## src/rtl/ps2_tx_pkg.sv

```systemverilog
// PS/2 host transmitter shared types and constants.
// Imported by the host transmitter top and its line filter.
package ps2_tx_pkg;

    typedef enum logic [2:0] {
        IDLE,
        INHIBIT,
        REQ,
        DATA,
        STOP,
        ACK,
        WAIT_IDLE
    } ps2_tx_state_e;

    localparam int FRAME_FALLS = 11;
    localparam int BIT_IDX_W   = 4;
    localparam int TOUT_W      = 16;

    // PS/2 frames carry odd parity over data + parity bit.
    function automatic logic odd_parity(input logic [7:0] d);
        return ~^d;
    endfunction

endpackage

```

## src/rtl/ps2_host_tx_if.sv

```systemverilog
// Command handshake between the host logic and the PS/2 transmitter.
// master: tx_data/tx_start out, busy/done/err in; slave is the reverse.
interface ps2_host_tx_if;

    logic [7:0] tx_data;
    logic       tx_start;
    logic       busy;
    logic       done;
    logic       err;

    modport master (
        output tx_data,
        output tx_start,
        input  busy,
        input  done,
        input  err
    );

    modport slave (
        input  tx_data,
        input  tx_start,
        output busy,
        output done,
        output err
    );

endinterface

```

## src/rtl/ps2_line_filter.sv

```systemverilog
// Conditions one raw PS/2 line: 2-FF synchronizer, stability filter, fall pulse.
// Ports: clk, reset, raw (async in), level (filtered), fall (1-cycle 1->0 pulse).
module ps2_line_filter
    import ps2_tx_pkg::*;
#(
    parameter int unsigned FILTER_LEN = 4
) (
    input  logic clk,
    input  logic reset,
    input  logic raw,
    output logic level,
    output logic fall
);

    localparam int unsigned CNT_W =
        (FILTER_LEN > 2) ? $clog2(FILTER_LEN) : 1;
    localparam logic [CNT_W-1:0] CNT_LAST = CNT_W'(FILTER_LEN - 1);

    logic             sync1_q, sync2_q;
    logic             level_q, level_d;
    logic             fall_q, fall_d;
    logic [CNT_W-1:0] cnt_q, cnt_d;

    // cnt_q counts consecutive samples that disagree with the filtered
    // level; the level flips on the FILTER_LEN-th one.
    always_comb begin
        level_d = level_q;
        fall_d  = 1'b0;
        cnt_d   = '0;
        if (sync2_q != level_q) begin
            if (cnt_q == CNT_LAST) begin
                level_d = sync2_q;
                fall_d  = level_q;
            end else begin
                cnt_d = cnt_q + CNT_W'(1);
            end
        end
    end

    always_ff @(posedge clk or posedge reset) begin
        if (reset) begin
            sync1_q <= 1'b1;
            sync2_q <= 1'b1;
            level_q <= 1'b1;
            fall_q  <= 1'b0;
            cnt_q   <= '0;
        end else begin
            sync1_q <= raw;
            sync2_q <= sync1_q;
            level_q <= level_d;
            fall_q  <= fall_d;
            cnt_q   <= cnt_d;
        end
    end

    assign level = level_q;
    assign fall  = fall_q;

endmodule

```

## src/rtl/ps2_host_tx.sv

```systemverilog
// PS/2 host-to-device transmitter: inhibit, request-to-send, device-clocked frame.
// Ports: clk, reset, bus (tx_data/tx_start/busy/done/err), ps2 line ins, pull-low enables.
module ps2_host_tx
    import ps2_tx_pkg::*;
#(
    parameter int unsigned INHIBIT_CYCLES = 400,
    parameter int unsigned TIMEOUT_CYCLES = 60000,
    parameter int unsigned FILTER_LEN     = 4
) (
    input  logic          clk,
    input  logic          reset,
    ps2_host_tx_if.slave  bus,
    input  logic          ps2_clk_in,
    input  logic          ps2_data_in,
    output logic          ps2_clk_oe,
    output logic          ps2_data_oe
);

    localparam logic [TOUT_W-1:0] INH_LAST =
        TOUT_W'(INHIBIT_CYCLES - 1);
    localparam logic [TOUT_W-1:0] TOUT_LIMIT =
        TOUT_W'(TIMEOUT_CYCLES);
    localparam logic [BIT_IDX_W-1:0] DATA_LAST =
        BIT_IDX_W'(FRAME_FALLS - 3);

    logic clk_level, clk_fall;
    logic data_level, data_fall_unused;

    ps2_line_filter #(.FILTER_LEN(FILTER_LEN)) u_clk_filt (
        .clk   (clk),
        .reset (reset),
        .raw   (ps2_clk_in),
        .level (clk_level),
        .fall  (clk_fall)
    );

    ps2_line_filter #(.FILTER_LEN(FILTER_LEN)) u_data_filt (
        .clk   (clk),
        .reset (reset),
        .raw   (ps2_data_in),
        .level (data_level),
        .fall  (data_fall_unused)
    );

    ps2_tx_state_e        state_q, state_d;
    logic [7:0]           data_q, data_d;
    logic                 par_q, par_d;
    logic [BIT_IDX_W-1:0] falls_q, falls_d;
    logic [TOUT_W-1:0]    tout_q, tout_d;
    logic                 clk_oe_q, clk_oe_d;
    logic                 data_oe_q, data_oe_d;
    logic                 busy_q, busy_d;
    logic                 done_q, done_d;
    logic                 err_q, err_d;

    logic [TOUT_W-1:0] tout_inc;
    logic              active;
    logic              idle_lines;
    logic              abort;

    always_comb begin
        state_d   = state_q;
        data_d    = data_q;
        par_d     = par_q;
        falls_d   = falls_q;
        tout_d    = tout_q;
        clk_oe_d  = clk_oe_q;
        data_oe_d = data_oe_q;
        busy_d    = busy_q;
        done_d    = 1'b0;
        err_d     = err_q;

        // Saturating: a stuck counter must still read as timed out.
        tout_inc   = (tout_q == '1) ? tout_q : tout_q + TOUT_W'(1);
        active     = state_q inside {REQ, DATA, STOP, ACK, WAIT_IDLE};
        idle_lines = clk_level && data_level;

        // The timeout counter is shared with the inhibit phase, so it
        // only follows clk_fall once the device owns the clock.
        if (active) begin
            tout_d = clk_fall ? '0 : tout_inc;
        end

        unique case (state_q)
            IDLE: begin
                clk_oe_d  = 1'b0;
                data_oe_d = 1'b0;
                if (bus.tx_start) begin
                    data_d   = bus.tx_data;
                    par_d    = odd_parity(bus.tx_data);
                    falls_d  = '0;
                    tout_d   = '0;
                    err_d    = 1'b0;
                    busy_d   = 1'b1;
                    clk_oe_d = 1'b1;
                    state_d  = INHIBIT;
                end
            end
            INHIBIT: begin
                clk_oe_d  = 1'b1;
                data_oe_d = 1'b0;
                if (tout_q == INH_LAST) begin
                    tout_d    = '0;
                    data_oe_d = 1'b1;
                    state_d   = REQ;
                end else begin
                    tout_d = tout_q + TOUT_W'(1);
                end
            end
            REQ: begin
                // First REQ cycle still shows clk_oe=1; release it now.
                clk_oe_d = 1'b0;
                if (clk_fall) begin
                    data_oe_d = ~data_q[0];
                    falls_d   = BIT_IDX_W'(1);
                    state_d   = DATA;
                end
            end
            DATA: begin
                if (clk_fall) begin
                    falls_d = falls_q + BIT_IDX_W'(1);
                    if (falls_q == DATA_LAST) begin
                        data_oe_d = ~par_q;
                        state_d   = STOP;
                    end else begin
                        data_oe_d = ~data_q[falls_q[2:0]];
                    end
                end
            end
            STOP: begin
                if (clk_fall) begin
                    falls_d   = falls_q + BIT_IDX_W'(1);
                    data_oe_d = 1'b0;
                    state_d   = ACK;
                end
            end
            ACK: begin
                if (clk_fall) begin
                    falls_d = falls_q + BIT_IDX_W'(1);
                    err_d   = data_level;
                    state_d = WAIT_IDLE;
                end
            end
            WAIT_IDLE: begin
                if (idle_lines) begin
                    done_d  = 1'b1;
                    busy_d  = 1'b0;
                    state_d = IDLE;
                end
            end
            default: begin
                state_d = IDLE;
            end
        endcase

        // A clock fall in the same cycle resets the counter instead.
        abort = active && !clk_fall && (tout_q >= TOUT_LIMIT) &&
                !(state_q == WAIT_IDLE && idle_lines);
        if (abort) begin
            clk_oe_d  = 1'b0;
            data_oe_d = 1'b0;
            done_d    = 1'b1;
            err_d     = 1'b1;
            busy_d    = 1'b0;
            state_d   = IDLE;
        end
    end

    always_ff @(posedge clk or posedge reset) begin
        if (reset) begin
            state_q   <= IDLE;
            data_q    <= '0;
            par_q     <= 1'b0;
            falls_q   <= '0;
            tout_q    <= '0;
            clk_oe_q  <= 1'b0;
            data_oe_q <= 1'b0;
            busy_q    <= 1'b0;
            done_q    <= 1'b0;
            err_q     <= 1'b0;
        end else begin
            state_q   <= state_d;
            data_q    <= data_d;
            par_q     <= par_d;
            falls_q   <= falls_d;
            tout_q    <= tout_d;
            clk_oe_q  <= clk_oe_d;
            data_oe_q <= data_oe_d;
            busy_q    <= busy_d;
            done_q    <= done_d;
            err_q     <= err_d;
        end
    end

    assign ps2_clk_oe  = clk_oe_q;
    assign ps2_data_oe = data_oe_q;
    assign bus.busy    = busy_q;
    assign bus.done    = done_q;
    assign bus.err     = err_q;

endmodule
```

## src/flat_wrapper.sv

```systemverilog
// flat-port wrapper written by rule: the top's interface ports become plain ports
module ps2_host_tx_flat import ps2_tx_pkg::*;
#(
    parameter int unsigned INHIBIT_CYCLES = 400,
    parameter int unsigned TIMEOUT_CYCLES = 60000,
    parameter int unsigned FILTER_LEN     = 4
)
  (clk, reset, ps2_clk_in, ps2_data_in, ps2_clk_oe, ps2_data_oe, bus_tx_data, bus_tx_start, bus_busy, bus_done, bus_err);
  ps2_host_tx_if bus_i ();
  input  logic clk;
  input  logic reset;
  input  logic ps2_clk_in;
  input  logic ps2_data_in;
  output logic ps2_clk_oe;
  output logic ps2_data_oe;
  input wire logic [$bits(bus_i.tx_data)-1:0] bus_tx_data;
  input wire logic [$bits(bus_i.tx_start)-1:0] bus_tx_start;
  output wire logic [$bits(bus_i.busy)-1:0] bus_busy;
  output wire logic [$bits(bus_i.done)-1:0] bus_done;
  output wire logic [$bits(bus_i.err)-1:0] bus_err;
  assign bus_i.tx_data = bus_tx_data;
  assign bus_i.tx_start = bus_tx_start;
  assign bus_busy = bus_i.busy;
  assign bus_done = bus_i.done;
  assign bus_err = bus_i.err;
  ps2_host_tx #(.INHIBIT_CYCLES(INHIBIT_CYCLES), .TIMEOUT_CYCLES(TIMEOUT_CYCLES), .FILTER_LEN(FILTER_LEN)) u_core (.clk(clk), .reset(reset), .bus(bus_i), .ps2_clk_in(ps2_clk_in), .ps2_data_in(ps2_data_in), .ps2_clk_oe(ps2_clk_oe), .ps2_data_oe(ps2_data_oe));
endmodule
```

## config.mk

```make
export PLATFORM = sky130hd
export DESIGN_NAME = ps2_host_tx_flat
export DESIGN_NICKNAME = d
export VERILOG_FILES = /design/src/rtl/ps2_tx_pkg.sv /design/src/rtl/ps2_host_tx_if.sv /design/src/rtl/ps2_line_filter.sv /design/src/rtl/ps2_host_tx.sv /design/src/flat_wrapper.sv
export SDC_FILE = /design/constraint.sdc
export NUM_CORES = 1
export LEC_CHECK = 0
export BUFFER_PORTS_ARGS = -buffer_cell sky130_fd_sc_hd__buf_4
export CORE_AREA = 2 2 65 97
export CTS_CLUSTER_SIZE = 20
export DETAILED_ROUTE_END_ITERATION = 6
export DIE_AREA = 0 0 67 99
export PLACE_DENSITY = 0.79
export SKIP_CTS_REPAIR_TIMING = 1
export SLEW_MARGIN = 30
export SYNTH_ARGS = -nofsm -noshare
export SYNTH_HDL_FRONTEND = slang
export SYNTH_SLANG_ARGS = --single-unit
export TNS_END_PERCENT = 50
```

## constraint.sdc

```tcl
create_clock -name clk -period 2.1 [get_ports clk]
set_input_delay 0.21 -clock clk [delete_from_list [all_inputs] [get_ports clk]]
set_output_delay 0.21 -clock clk [all_outputs]
set_load 0.005 [all_outputs]
```

==> results.py <==
metrics = {
    "run_status": {
        "run_status": "completed",
    },
    "routing": {
        "viasPerCell": 5.846,
        "vias": 2350,
        "routed_wl_um": 6103,
        "drt.antenna.violating_nets": 0,
        "detail_route.iter0.violations": 168,
        "drt-wirelength-per-cell_um": 15.18,
        "detailedRoute.firstPassIterationCount": 4,
        "detail_route.drc_violations": 0,
    },
    "clock_network": {
        "cts-htree-levels": 2,
        "maximum_count_of_clock_buffers_along_a_single_path": 2,
        "clkTransAtPathRegs_ns": 0.09,
        "ctsRootBufferMaster": "sky130_fd_sc_hd__clkbuf_8",
        "clkLatencyLatePin_ns": 0.31,
        "clkSinkCount": 48,
        "tritoncts": "yes",
        "cts_inserted_buffers": 5,
    },
    "finish": {
        "post_route_cells_drive_above_1_share": 0.2606,
        "fin_cells": 402,
        "areaGrowthSynthToFinish_pct": 16.47,
        "diodes": 0,
        "multi_input_area_mm2": 0.001500,
        "final_nets": 348,
        "design_area_mm2": 0.003273,
        "seq_area_mm2": 0.001209,
        "number_of_fill_cells_in_the_layout": 537,
        "finalCoreUtilization": 0.5657,
    },
    "logic_synthesis": {
        "synth_cells": 292,
        "ys_async_sr_fraction": 1.000,
        "post-synth-top-area-cell": "sky130_fd_sc_hd__dfrtp_1",
        "synth_commonest_cells": "sky130_fd_sc_hd__dfrtp_1, sky130_fd_sc_hd__nor2_1, sky130_fd_sc_hd__nand2_1, sky130_fd_sc_hd__o21ai_0, sky130_fd_sc_hd__mux2_2",
        "synth.lib_cells_used.distinct": 57,
        "ys_dominant_reg_cell": "sky130_fd_sc_hd__dfrtp_1",
        "yosysWarnings": 0,
        "netlist_top_cells_area": "sky130_fd_sc_hd__dfrtp_1, sky130_fd_sc_hd__dfstp_2, sky130_fd_sc_hd__mux2_2",
        "yosys.cell_count.top_type": "sky130_fd_sc_hd__dfrtp_1",
        "netlist_area_mm2": 0.002810,
        "post-synth-top-area-fraction": 0.3740,
        "avgSynthCellArea_um2": 9.624,
        "synth_enable_flop_cells": 0,
        "seq_area_frac_synth": 0.4301,
        "ys_ff_latch": 48,
        "synthesis.nets": 311,
    },
    "grt": {
        "grt_pass1_wl_um": 10650,
        "busiest_metal_layer_after_global_routing": "met2",
        "grt_max_degree": 49,
        "use_met2": 0.3587,
        "grtUsageMet1": 0.2431,
        "overflow": 0,
        "globalRouteMet3Util": 0.02968,
        "first_global_vias": 2389,
        "grt_usage": 0.2066,
        "number_of_antenna_violations_at_the_first_check_in_global_routing": 0,
    },
    "timing": {
        "setup_viol": 0,
        "worst_max_slew_margin_expressed_relative_to_the_limit": 0.5960,
        "max_freq_mhz": 512.6,
        "final_hold_viol_count": 0,
        "worst-slew-pin-transition_ns": 0.6059,
        "timing.final.max_slew_violations": 0,
        "timing.final.crit_share": 0.9289,
        "post-route-min-period_ns": 1.951,
        "grt_setup_unrepaired": "no",
        "finalSetupTns_ns": 0,
        "final.setup_skew_ns": 0.01099,
    },
    "critical_path": {
        "worst_setup_path_type": "flop to flop",
        "worst_ep_arrival_time_ns": 2.15,
        "critPathMaxStageDelay_ns": 0.46,
        "worstReg2RegStart": "u_core.tout_q[11]$_DFF_PP0_",
        "cp_data_required_time_ns": 2.30,
        "worst_path_max_delay_cell": "sky130_fd_sc_hd__dfrtp_1",
        "cp_endpoint_kind": "flop",
        "critPathMaxFanout": 10,
        "rrSetupSlack_ns": 0.15,
        "cells_along_the_critical_path": "nor3_1 -> and4_2 -> o21ai_1 -> buf_4 -> a21o_1 -> a221o_1",
        "startpoint_type": "flop",
        "worstReg2RegEnd": "u_core.tout_q[13]$_DFF_PP0_",
        "worstRegToRegCells": 6,
    },
    "floorplan": {
        "die_y_um": 99,
        "io-pin-count": 18,
        "rows": 34,
        "core_mm2": 0.005786,
        "fp.dieW_um": 67,
        "overall_die_area_mm2": 0.006633,
        "floorplan.initialDensity": 0.4857,
    },
    "run": {
        "max_cap_violations": 0,
    },
    "place": {
        "detailed_place_hpwl_um": 4541,
        "detailed_place.area_mm2": 0.003154,
        "numPortBuffers": 17,
        "dpl.cell_count": 391,
        "routability_cong": 0.9276,
    },
    "power_and_ir_drop": {
        "power.density_mw_per_mm2": 1228,
        "vdd_ir_drop_max_mv": 0.7392,
        "power_leakage_uw": 0.001450,
    },
    "hold_path": {
        "worstHoldPathType": "primary input to asynchronous set/reset pin",
    },
}
## worst max path at each step
stage	slack (ns)	end	start
2_1_floorplan	0.01	u_core.state_q[1]$_DFFE_PP0P_	u_core.state_q[0]$_DFFE_PP0P_
3_3_place_gp	0.17	u_core.tout_q[13]$_DFF_PP0_	u_core.tout_q[1]$_DFF_PP0_
3_5_place_dp	0.08	u_core.tout_q[13]$_DFF_PP0_	u_core.tout_q[1]$_DFF_PP0_
4_1_cts	0.07	u_core.tout_q[13]$_DFF_PP0_	u_core.tout_q[1]$_DFF_PP0_
5_1_grt	0.05	u_core.tout_q[13]$_DFF_PP0_	u_core.tout_q[6]$_DFF_PP0_
6_report	0.15	u_core.tout_q[13]$_DFF_PP0_	u_core.tout_q[11]$_DFF_PP0_
## critical path, delay by kind of cell (launching register included)
family	cells	cell delay (ns)
AOI/OAI and AO/OA	3	0.59
and+or+nand+nor	2	0.61
buffers and inverters	1	0.18
DFF	1	0.46
## registers in the layout, indices dropped and copies added, names as in the netlist
name	flops
u_core.tout_q	16
u_core.bus.busy	1
u_core.state_q	3
u_core.par_q	1
u_core.bus.err	1
u_core.ps2_clk_oe	1
u_core.u_data_filt.cnt_q	2
u_core.u_clk_filt.fall	1
u_core.u_data_filt.sync2_q	1
u_core.u_clk_filt.cnt_q	2
u_core.ps2_data_oe	1
u_core.u_data_filt.sync1_q	1
u_core.u_clk_filt.sync1_q	1
u_core.bus.done	1
u_core.falls_q	4
u_core.u_data_filt.level	1
u_core.u_clk_filt.level	1
u_core.u_clk_filt.sync2_q	1
u_core.data_q	8
## logic make-up after synthesis
family,count (synthesis),synth area share
simple gates,111,0.2133
compound gates,70,0.1692
flops,48,0.4301
buf+inv,25,0.03829
mux,18,0.07881
xor+xnor,14,0.04363
fa+ha+maj,6,0.02671
## layout by cell type, fill, tap and decap left out, drive strengths merged, types with 2 or more instances in the layout
cell	n
mux2i	3
ha	6
a21oi	12
and3b	2
inv	10
or4	2
o22ai	3
nor2	24
and4	3
a21o	5
nand2	23
clkbuf	5
nor4	3
nand4	4
nor2b	6
nand2b	3
o211ai	5
nand3	11
mux4	2
xnor2	12
dfrtp	42
mux2	13
dlygate4sd3	2
nor3	7
a221o	7
buf	44
o21ai	23
and2	2
and3	5
o221ai	2
o2bb2ai	2
nand3b	2
xor2	2
or2	4
nor3b	5
dfstp	6
## power by group
group	internal [uW]	leakage, uW	switching, uW
Combinational	989	0.000805	998
Sequential	1240	0.000601	235
Clock	237	0.0000445	322
Total	2470	0.00145	1560
## stage by stage
| step | hold slack, ns | worst slack, ns | total power (uW) |
|---|---|---|---|
| 6_report | 0.04106 | 0.1492 | 4021 |
| 5_1_grt | 0.1178 | 0.05037 | 4338 |
| 4_1_cts | -0.0005555 | 0.07456 | 4020 |
| 3_5_place_dp | 0.3196 | 0.08323 | 3453 |
| 3_3_place_gp | 0.3192 | 0.1674 | 3374 |
| 2_1_floorplan | 0.2145 | 0.01268 | 2861 |
## area by class of cell
type                    count  share of cell area
multi-input cells         219              0.4583
flip-flops and latches     48              0.3693
repair buffers             46              0.1070
well taps                  72             0.02752
clock buffers               5             0.02102
inverters                   9             0.01032
clock inverters             3            0.006498
## per-layer routing
layer | routed length (um) | part of all wire | up-vias
met5 | 0 | 0 | -
met4 | 209 | 0.034 | 0
met3 | 193 | 0.032 | 16
met2 | 3273 | 0.54 | 59
met1 | 2427 | 0.40 | 1136
li1 | - | - | 1139
Note: power is estimated with default switching activity, not from simulation.
